--- src/rtl/order_stream_pkg.sv ---
// Shared types and constants for the order stream transmitter: command layout,
// channel widths, FSM states and the exchange-amount saturation helper.
package order_stream_pkg;

  localparam int CLIENT_W       = 5;
  localparam int CPU_AMT_W      = 32;
  localparam int EXCH_AMT_W     = 16;
  localparam int COUNT_W        = 16;
  localparam int GO_GAP_DEFAULT = 3;
  localparam logic [EXCH_AMT_W-1:0] EXCH_AMT_MAX = 16'hFFFF;

  typedef enum logic [1:0] {
    ST_IDLE,
    ST_ISSUE,
    ST_GAP
  } state_e;

  typedef struct packed {
    logic                 is_exchange;
    logic                 new_max;
    logic [CLIENT_W-1:0]  client_id;
    logic [CPU_AMT_W-1:0] amount;
  } cmd_t;

  typedef struct packed {
    logic                  sat;
    logic [EXCH_AMT_W-1:0] amount;
  } exch_amt_t;

  // Anything that does not fit the narrow exchange field clamps to its maximum.
  function automatic exch_amt_t saturate_amount(input logic [CPU_AMT_W-1:0] amt);
    exch_amt_t r;
    if (amt[CPU_AMT_W-1:EXCH_AMT_W] != '0) begin
      r.sat    = 1'b1;
      r.amount = EXCH_AMT_MAX;
    end else begin
      r.sat    = 1'b0;
      r.amount = amt[EXCH_AMT_W-1:0];
    end
    return r;
  endfunction

endpackage

--- src/rtl/order_stream_tx_if.sv ---
// Host command port and the two downstream transaction channels of order_stream_tx.
interface order_stream_tx_if;
  import order_stream_pkg::*;

  logic                  cmd_valid;
  logic                  cmd_ready;
  logic                  cmd_is_exchange;
  logic                  cmd_new_max;
  logic [CLIENT_W-1:0]   cmd_client_id;
  logic [CPU_AMT_W-1:0]  cmd_amount;

  logic                  cpu_go;
  logic                  cpu_new_max;
  logic [CLIENT_W-1:0]   cpu_client_id;
  logic [CPU_AMT_W-1:0]  cpu_amount;

  logic                  exchange_go;
  logic [CLIENT_W-1:0]   exchange_client_id;
  logic [EXCH_AMT_W-1:0] exchange_amount;
  logic                  exchange_sat;

  logic [COUNT_W-1:0]    issued_count;

  modport master (
    output cmd_valid, cmd_is_exchange, cmd_new_max, cmd_client_id, cmd_amount,
    input  cmd_ready,
    input  cpu_go, cpu_new_max, cpu_client_id, cpu_amount,
    input  exchange_go, exchange_client_id, exchange_amount, exchange_sat,
    input  issued_count
  );

  modport slave (
    input  cmd_valid, cmd_is_exchange, cmd_new_max, cmd_client_id, cmd_amount,
    output cmd_ready,
    output cpu_go, cpu_new_max, cpu_client_id, cpu_amount,
    output exchange_go, exchange_client_id, exchange_amount, exchange_sat,
    output issued_count
  );

endinterface

--- src/rtl/order_fifo.sv ---
// Single-clock command FIFO with first-word-fall-through head and full/empty flags.
module order_fifo #(
  parameter int DEPTH = 4,
  parameter int WIDTH = 8
) (
  input  logic             clk,
  input  logic             rst,
  input  logic             push_i,
  input  logic [WIDTH-1:0] push_data_i,
  input  logic             pop_i,
  output logic [WIDTH-1:0] head_o,
  output logic             full_o,
  output logic             empty_o
);

  localparam int AW = $clog2(DEPTH);

  logic [WIDTH-1:0] mem_q [DEPTH];
  logic [AW:0]      wr_ptr_q, wr_ptr_d;
  logic [AW:0]      rd_ptr_q, rd_ptr_d;
  logic             do_push, do_pop;

  // The extra pointer bit tells a full ring from an empty one.
  assign full_o   = (wr_ptr_q[AW] != rd_ptr_q[AW]) && (wr_ptr_q[AW-1:0] == rd_ptr_q[AW-1:0]);
  assign empty_o  = (wr_ptr_q == rd_ptr_q);
  assign do_push  = push_i && !full_o;
  assign do_pop   = pop_i && !empty_o;
  assign wr_ptr_d = do_push ? wr_ptr_q + (AW+1)'(1) : wr_ptr_q;
  assign rd_ptr_d = do_pop  ? rd_ptr_q + (AW+1)'(1) : rd_ptr_q;
  assign head_o   = mem_q[rd_ptr_q[AW-1:0]];

  // NOTE: the storage array is deliberately not reset; the pointers alone decide which entries are valid.
  always_ff @(posedge clk) begin
    if (do_push) mem_q[wr_ptr_q[AW-1:0]] <= push_data_i;
  end

  always_ff @(posedge clk) begin
    if (rst) begin
      wr_ptr_q <= '0;
      rd_ptr_q <= '0;
    end else begin
      wr_ptr_q <= wr_ptr_d;
      rd_ptr_q <= rd_ptr_d;
    end
  end

endmodule

--- src/rtl/order_stream_tx.sv ---
// Drains queued host commands onto the cpu or exchange channel, one go strobe at a
// time with a fixed idle gap, saturating exchange amounts and counting issues.
module order_stream_tx
  import order_stream_pkg::*;
#(
  parameter int FIFO_DEPTH = 4,
  parameter int GO_GAP     = GO_GAP_DEFAULT
) (
  input logic               clk,
  input logic               rst,
  order_stream_tx_if.slave  bus
);

  localparam int GAP_W = (GO_GAP > 1) ? $clog2(GO_GAP) : 1;
  localparam logic [GAP_W-1:0] GAP_LAST = GAP_W'(GO_GAP - 1);

  cmd_t      push_cmd, head_cmd;
  exch_amt_t head_sat;
  logic      fifo_full, fifo_empty, pop;

  state_e                state_q, state_d;
  logic [GAP_W-1:0]      gap_q, gap_d;
  logic                  cpu_go_q, cpu_go_d;
  logic                  cpu_new_max_q, cpu_new_max_d;
  logic [CLIENT_W-1:0]   cpu_id_q, cpu_id_d;
  logic [CPU_AMT_W-1:0]  cpu_amt_q, cpu_amt_d;
  logic                  exch_go_q, exch_go_d;
  logic [CLIENT_W-1:0]   exch_id_q, exch_id_d;
  logic [EXCH_AMT_W-1:0] exch_amt_q, exch_amt_d;
  logic                  exch_sat_q, exch_sat_d;
  logic [COUNT_W-1:0]    issued_q, issued_d;

  assign push_cmd = '{is_exchange: bus.cmd_is_exchange, new_max: bus.cmd_new_max,
                      client_id: bus.cmd_client_id, amount: bus.cmd_amount};

  order_fifo #(
    .DEPTH (FIFO_DEPTH),
    .WIDTH ($bits(cmd_t))
  ) u_fifo (
    .clk         (clk),
    .rst         (rst),
    .push_i      (bus.cmd_valid),
    .push_data_i (push_cmd),
    .pop_i       (pop),
    .head_o      (head_cmd),
    .full_o      (fifo_full),
    .empty_o     (fifo_empty)
  );

  assign head_sat = saturate_amount(head_cmd.amount);

  // NOTE: every signal written here gets a default first, so no path can leave one unassigned and infer a latch.
  always_comb begin
    state_d       = state_q;
    gap_d         = gap_q;
    pop           = 1'b0;
    cpu_go_d      = 1'b0;
    exch_go_d     = 1'b0;
    exch_sat_d    = 1'b0;
    cpu_new_max_d = cpu_new_max_q;
    cpu_id_d      = cpu_id_q;
    cpu_amt_d     = cpu_amt_q;
    exch_id_d     = exch_id_q;
    exch_amt_d    = exch_amt_q;
    issued_d      = issued_q;
    case (state_q)
      ST_IDLE: if (!fifo_empty) state_d = ST_ISSUE;
      ST_ISSUE: begin
        pop      = 1'b1;
        state_d  = ST_GAP;
        gap_d    = '0;
        issued_d = issued_q + COUNT_W'(1);
        if (head_cmd.is_exchange) begin
          exch_go_d  = 1'b1;
          exch_id_d  = head_cmd.client_id;
          exch_amt_d = head_sat.amount;
          exch_sat_d = head_sat.sat;
        end else begin
          cpu_go_d      = 1'b1;
          cpu_new_max_d = head_cmd.new_max;
          cpu_id_d      = head_cmd.client_id;
          cpu_amt_d     = head_cmd.amount;
        end
      end
      ST_GAP: begin
        if (gap_q == GAP_LAST) state_d = fifo_empty ? ST_IDLE : ST_ISSUE;
        else                   gap_d   = gap_q + GAP_W'(1);
      end
      default: state_d = ST_IDLE;
    endcase
  end

  // NOTE: state registers use non-blocking assignment so every flop samples pre-edge values.
  always_ff @(posedge clk) begin
    if (rst) begin
      state_q       <= ST_IDLE;
      gap_q         <= '0;
      cpu_go_q      <= 1'b0;
      cpu_new_max_q <= 1'b0;
      cpu_id_q      <= '0;
      cpu_amt_q     <= '0;
      exch_go_q     <= 1'b0;
      exch_id_q     <= '0;
      exch_amt_q    <= '0;
      exch_sat_q    <= 1'b0;
      issued_q      <= '0;
    end else begin
      state_q       <= state_d;
      gap_q         <= gap_d;
      cpu_go_q      <= cpu_go_d;
      cpu_new_max_q <= cpu_new_max_d;
      cpu_id_q      <= cpu_id_d;
      cpu_amt_q     <= cpu_amt_d;
      exch_go_q     <= exch_go_d;
      exch_id_q     <= exch_id_d;
      exch_amt_q    <= exch_amt_d;
      exch_sat_q    <= exch_sat_d;
      issued_q      <= issued_d;
    end
  end

  assign bus.cmd_ready          = !fifo_full;
  assign bus.cpu_go             = cpu_go_q;
  assign bus.cpu_new_max        = cpu_new_max_q;
  assign bus.cpu_client_id      = cpu_id_q;
  assign bus.cpu_amount         = cpu_amt_q;
  assign bus.exchange_go        = exch_go_q;
  assign bus.exchange_client_id = exch_id_q;
  assign bus.exchange_amount    = exch_amt_q;
  assign bus.exchange_sat       = exch_sat_q;
  assign bus.issued_count       = issued_q;

endmodule

--- src/flat_wrapper.sv ---
// flat-port wrapper written by rule: the top's interface ports become plain ports
module order_stream_tx_flat import order_stream_pkg::*;
#(
  parameter int FIFO_DEPTH = 4,
  parameter int GO_GAP     = GO_GAP_DEFAULT
)
  (clk, rst, bus_cmd_valid, bus_cmd_is_exchange, bus_cmd_new_max, bus_cmd_client_id, bus_cmd_amount, bus_cmd_ready, bus_cpu_go, bus_cpu_new_max, bus_cpu_client_id, bus_cpu_amount, bus_exchange_go, bus_exchange_client_id, bus_exchange_amount, bus_exchange_sat, bus_issued_count);
  order_stream_tx_if bus_i ();
  input logic clk;
  input logic rst;
  input wire logic [$bits(bus_i.cmd_valid)-1:0] bus_cmd_valid;
  input wire logic [$bits(bus_i.cmd_is_exchange)-1:0] bus_cmd_is_exchange;
  input wire logic [$bits(bus_i.cmd_new_max)-1:0] bus_cmd_new_max;
  input wire logic [$bits(bus_i.cmd_client_id)-1:0] bus_cmd_client_id;
  input wire logic [$bits(bus_i.cmd_amount)-1:0] bus_cmd_amount;
  output wire logic [$bits(bus_i.cmd_ready)-1:0] bus_cmd_ready;
  output wire logic [$bits(bus_i.cpu_go)-1:0] bus_cpu_go;
  output wire logic [$bits(bus_i.cpu_new_max)-1:0] bus_cpu_new_max;
  output wire logic [$bits(bus_i.cpu_client_id)-1:0] bus_cpu_client_id;
  output wire logic [$bits(bus_i.cpu_amount)-1:0] bus_cpu_amount;
  output wire logic [$bits(bus_i.exchange_go)-1:0] bus_exchange_go;
  output wire logic [$bits(bus_i.exchange_client_id)-1:0] bus_exchange_client_id;
  output wire logic [$bits(bus_i.exchange_amount)-1:0] bus_exchange_amount;
  output wire logic [$bits(bus_i.exchange_sat)-1:0] bus_exchange_sat;
  output wire logic [$bits(bus_i.issued_count)-1:0] bus_issued_count;
  assign bus_i.cmd_valid = bus_cmd_valid;
  assign bus_i.cmd_is_exchange = bus_cmd_is_exchange;
  assign bus_i.cmd_new_max = bus_cmd_new_max;
  assign bus_i.cmd_client_id = bus_cmd_client_id;
  assign bus_i.cmd_amount = bus_cmd_amount;
  assign bus_cmd_ready = bus_i.cmd_ready;
  assign bus_cpu_go = bus_i.cpu_go;
  assign bus_cpu_new_max = bus_i.cpu_new_max;
  assign bus_cpu_client_id = bus_i.cpu_client_id;
  assign bus_cpu_amount = bus_i.cpu_amount;
  assign bus_exchange_go = bus_i.exchange_go;
  assign bus_exchange_client_id = bus_i.exchange_client_id;
  assign bus_exchange_amount = bus_i.exchange_amount;
  assign bus_exchange_sat = bus_i.exchange_sat;
  assign bus_issued_count = bus_i.issued_count;
  order_stream_tx #(.FIFO_DEPTH(FIFO_DEPTH), .GO_GAP(GO_GAP)) u_core (.clk(clk), .rst(rst), .bus(bus_i));
endmodule
--- config.mk ---
export PLATFORM = sky130hd
export DESIGN_NAME = order_stream_tx_flat
export DESIGN_NICKNAME = d
export VERILOG_FILES = /design/src/rtl/order_stream_pkg.sv /design/src/rtl/order_stream_tx_if.sv /design/src/rtl/order_fifo.sv /design/src/rtl/order_stream_tx.sv /design/src/flat_wrapper.sv
export SDC_FILE = /design/constraint.sdc
export NUM_CORES = 1
export LEC_CHECK = 0
export CORE_MARGIN = 2
export CORE_UTILIZATION = 49
export DETAILED_ROUTE_END_ITERATION = 7
export PLACE_DENSITY = 0.83
export SLEW_MARGIN = 20
export SYNTH_ARGS = -nofsm -noshare
export SYNTH_HDL_FRONTEND = slang
export SYNTH_SLANG_ARGS = --single-unit
--- constraint.sdc ---
create_clock -name clk -period 2.57 [get_ports clk]
set_clock_uncertainty 0.1 [all_clocks]
set_input_delay 0.514 -clock clk [delete_from_list [all_inputs] [get_ports clk]]
set_output_delay 0.514 -clock clk [all_outputs]
set_load 0.02 [all_outputs]
==> reports/summary.md <==
The tools report the number of DRC markers after the initial detailed-route iteration as 448. Of the available clock period, the critical path in the final layout requires 94.1%. For the half-perimeter wire length after detailed placement, the log shows 13.2 mm.

For the worst setup path, the data required time is 2.86 ns. Clock tree synthesis found a total of 246 sinks. For this run, the top clock speed supported by timing is 413 MHz. The signal on the critical path passes through buf_12 -> mux4_1 -> and2_1 -> o21ai_0 -> a21oi_2. The post-place setup slack is 0.147 ns. When the netlist entered floorplanning its net count stood at 672.

The run gives 11.3% as the relative contribution of combinational cells to total power. The worst setup path is launched from a flop. The number of pins with negative max-slew slack in the final report was 0; the maximum fanout count along the critical path was 21. The fraction of registers with async set/reset was 0%; the overall routed net length was 20.7 mm.

The die width came out at 141 um. The dominant cell by count in the synthesized netlist is sky130_fd_sc_hd__edfxtp_1. The clock latency of the later-clocked register in the worst-skew pair is 0.51 ns. Sequential cells were found to cover 70.6% of the synthesized design area. The run gives 0 as the cts-stage hold buffer count. The number of vias per cell after detailed routing was 5.65. Of all cell types, the one taking the most synthesized area is sky130_fd_sc_hd__edfxtp_1. The first global-routing pass estimated 31.8 mm of wire. CTS placed an instance of sky130_fd_sc_hd__clkbuf_16 at the clock tree root.

By count the netlist is led by sky130_fd_sc_hd__edfxtp_1, sky130_fd_sc_hd__nand2_1, sky130_fd_sc_hd__dfxtp_1, sky130_fd_sc_hd__a21oi_1, sky130_fd_sc_hd__nor2_1. The type of the setup path with the least slack was reg -> reg. The total overflow left after global routing is 0.

The worst pin sits at a relative slew slack of 40.0%. CTS buffer count: 25. The clock passes through at most 3 buffers. The number of cells on the worst reg-to-reg path is 5. The worst register-to-register path ends at u_core.bus.exchange_amount[11]. Net switching is 23.2% of the power.

The fraction of layout cells with a size suffix above 1 is 14.3%, and the slew of the pin with the lowest slew margin is 0.900 ns. The synthesized netlist occupies a cell area of 9190 um2. The initial antenna violation count came out at 0. In the synthesized netlist the dominant register cell turns out to be sky130_fd_sc_hd__edfxtp_1. The cell at the slowest stage of the critical path is sky130_fd_sc_hd__mux4_1. Counting distinct cell types in the post-synthesis netlist gives 40. The final hold violation count came out at 0. The count of flip-flops with a built-in enable after synthesis is 156. At the end of routability-driven placement, the weighted congestion stood at 0.825. TritonCTS built the clock tree.

For the count of final setup violators, the log shows 0. The analysis attributes to net switching a power of 2.14 mW. The path class of the tightest hold or removal check is reg -> reg.

The internal power of the cells totals 7.09 mW. The run finished with clean final reports. The first-pass detailed-route iteration total is 4. A synthesized cell averages 14.7 um2. The cell count after synthesis came out at 623. Global routing used 20.6% of the available tracks. Core outline area: 18600 um2.

Across all setup checks in the final design, the least slack found is 0.151 ns. Nature of the critical path endpoint: a flop. The proportion of power drawn by the clock network was 39.5%; the count of buffers inserted at the top-level ports was 120.

The shortest period the worst path allows is 2.42 ns. I/O pin total: 121. The area growth from synthesis to layout is 26.7%. In the final design database the tool counted 806 nets.

Among cell families on the critical path, the largest total delay comes from multiplexers. Buffers added to address setup during post-CTS repair amount to 0. Across the run, the number of max-cap violations was 0. The tools report the number of global-route vias before repair as 5763.

The critical path's largest stage delay is 0.68 ns. Critical path depth in cells: 5. The synthesized design contains 246 register bits. The sum of buffers and inverters on the critical path works out to 1. The floorplan step defined a die boundary enclosing 19900 um2. Setup total negative slack on the finished layout was measured at 0 ns.

During synthesis, Yosys emitted a total of 0 warnings. The arrival time of the worst setup path was 2.71 ns; the detailed-route DRC error count was 0. Entering global routing, the biggest net connects 73 pins. In this run the worst setup path terminates at u_core.bus.exchange_amount[11]. Summed over its instances, the top area cell type makes up 51.0% of the synthesized netlist area. After floorplanning, the core was divided into 50 placement rows. Yosys attributes the largest share of cell area to sky130_fd_sc_hd__edfxtp_1, sky130_fd_sc_hd__dfxtp_1, sky130_fd_sc_hd__mux4_2, sky130_fd_sc_hd__nand2_1, sky130_fd_sc_hd__a21oi_1. The tools report the slack of the worst reg-to-reg path as 0.15 ns. In this run, flip-flops and latches consume 49.2% of the power. The tools report the starting density of the core as 49.4%. The average routed wire per standard cell works out to 20.5 um. The maximum level of the CTS H-tree is 1, and the final core area utilization is 62.6%. After clock tree synthesis, the clock-pin slew on the worst setup and hold paths is 0.06 ns. The repair_antennas step left the layout with diodes totalling 0.

Setup repair after global routing left no endpoint under its margin. The vertical extent of the die was 141 um; the power per unit of standard cell area was 794 nW/um2. The leakage power came out at 3.81 nW.

The worst hold path begins at u_core.bus.cpu_amount[15]. In this run the remaining antenna-violating nets after routing total 0. The logs give 567 uV for the largest vdd supply drop and 5702 for the detailed-route via count.
## per-layer routing
layer	vias up	share of wire, %	global-route usage [%]	routed length [um]
li1	2580	-	-	-
met1	2851	41	27.6	8390
met2	238	51	35.1	10500
met3	33	6.6	2.82	1360
met4	0	2.1	6.47	439
met5	-	0	0	0
## tightest hold or removal path, stage by stage, from the launching register on
cell	delay, ns
sky130_fd_sc_hd__dfxtp_1	0.31
sky130_fd_sc_hd__nand2_1	0.05
sky130_fd_sc_hd__a21oi_1	0.05
## how the worst min path moves through the flow
stage,endpoint,slack (ns),depth (start not counted)
after CTS,u_core.bus.cpu_amount[15],0.36,2
final,u_core.bus.cpu_amount[15],0.36,2
after global routing,u_core.bus.cpu_amount[4],0.38,2
after floorplan,u_core.gap_q[1],0.39,2
after detailed placement,u_core.bus.cpu_client_id[1],0.35,2
after global placement,u_core.bus.cpu_amount[13],0.35,2
## timing repair
| action | CTS | global route |
|---|---|---|
| resized for setup | 1 | 2 |
| setup endpoints to repair | 1 | 1 |
| hold endpoints to repair | 0 | 0 |
## power by group through the flow
stage	Combinational (mW)	Sequential (mW)	Clock, mW
floorplan	0.493	4.69	0
global placement	1.01	4.61	0
detailed placement	1.04	4.62	0
CTS	1.05	4.54	3.71
global route	1.12	4.56	3.86
finish	1.05	4.55	3.65
## kinds of logic after synthesis
group | Yosys count | synth area share (%)
and+or+nand+nor | 170 | 8.13
adders and majority gates | 7 | 0.953
buffers and inverters | 43 | 2.27
DFF | 246 | 70.6
muxes | 41 | 10.1
AOI/OAI and AO/OA | 98 | 6.17
xor gates and xnor gates | 18 | 1.72
## final cells by class
| cell class | count | area [um2] |
|---|---|---|
| Tap cell | 234 | 293 |
| Clock inverter | 12 | 154 |
| Fill cell | 1232 | 6950 |
| Timing Repair Buffer | 140 | 1460 |
| Sequential cell | 246 | 6490 |
| Inverter | 10 | 37.5 |
| Multi-Input combinational cell | 334 | 2510 |
| Clock buffer | 33 | 686 |
## cells in the final DEF (no fill, tap or decap), types with 3 or more instances in the layout
| master | count |
|---|---|
| sky130_fd_sc_hd__edfxtp_1 | 156 |
| sky130_fd_sc_hd__clkdlybuf4s50_1 | 118 |
| sky130_fd_sc_hd__nand2_1 | 92 |
| sky130_fd_sc_hd__dfxtp_1 | 87 |
| sky130_fd_sc_hd__a21oi_1 | 58 |
| sky130_fd_sc_hd__nor2_1 | 36 |
| sky130_fd_sc_hd__mux4_2 | 30 |
| sky130_fd_sc_hd__clkbuf_16 | 25 |
| sky130_fd_sc_hd__o21ai_0 | 17 |
| sky130_fd_sc_hd__buf_4 | 11 |
| sky130_fd_sc_hd__inv_1 | 10 |
| sky130_fd_sc_hd__xnor2_1 | 10 |
| sky130_fd_sc_hd__a21oi_2 | 10 |
| sky130_fd_sc_hd__mux4_1 | 9 |
| sky130_fd_sc_hd__buf_12 | 9 |
| sky130_fd_sc_hd__nand3_1 | 8 |
| sky130_fd_sc_hd__xor2_1 | 7 |
| sky130_fd_sc_hd__ha_1 | 7 |
| sky130_fd_sc_hd__o31ai_1 | 5 |
| sky130_fd_sc_hd__clkbuf_1 | 5 |
| sky130_fd_sc_hd__and2_2 | 4 |
| sky130_fd_sc_hd__or4_1 | 4 |
| sky130_fd_sc_hd__nor3_1 | 4 |
| sky130_fd_sc_hd__nor4_1 | 4 |
| sky130_fd_sc_hd__nand3b_1 | 3 |
| sky130_fd_sc_hd__and2_1 | 3 |
| sky130_fd_sc_hd__nand4_1 | 3 |
| sky130_fd_sc_hd__dfxtp_2 | 3 |
| sky130_fd_sc_hd__bufinv_16 | 3 |
| sky130_fd_sc_hd__clkbuf_8 | 3 |
| sky130_fd_sc_hd__clkinv_2 | 3 |
## metrics by stage
| step | cells | area (um2) | hold slack (ns) | power [mW] |
|---|---|---|---|---|
| CTS | 1009 | 11600 | 0.360 | 9.31 |
| floorplan | 623 | 9190 | 0.392 | 5.18 |
| finish | 1009 | 11600 | 0.357 | 9.24 |
| detailed placement | 964 | 10800 | 0.348 | 5.66 |
| global route | 1009 | 11600 | 0.379 | 9.54 |
| global placement | 964 | 10800 | 0.345 | 5.62 |
## sequential cells by signal, summed over array words and instances, names as in the netlist, named ones only
name / count
u_core.bus.cpu_amount: 32
u_core.bus.cpu_client_id: 5
u_core.bus.cpu_go: 1
u_core.bus.cpu_new_max: 1
u_core.bus.exchange_amount: 16
u_core.bus.exchange_client_id: 5
u_core.bus.exchange_go: 1
u_core.bus.exchange_sat: 1
u_core.bus.issued_count: 16
u_core.gap_q: 2
u_core.state_q: 2
u_core.u_fifo.mem_q: 156
u_core.u_fifo.rd_ptr_q: 3
u_core.u_fifo.wr_ptr_q: 3
(Power assumes the default switching activity.)
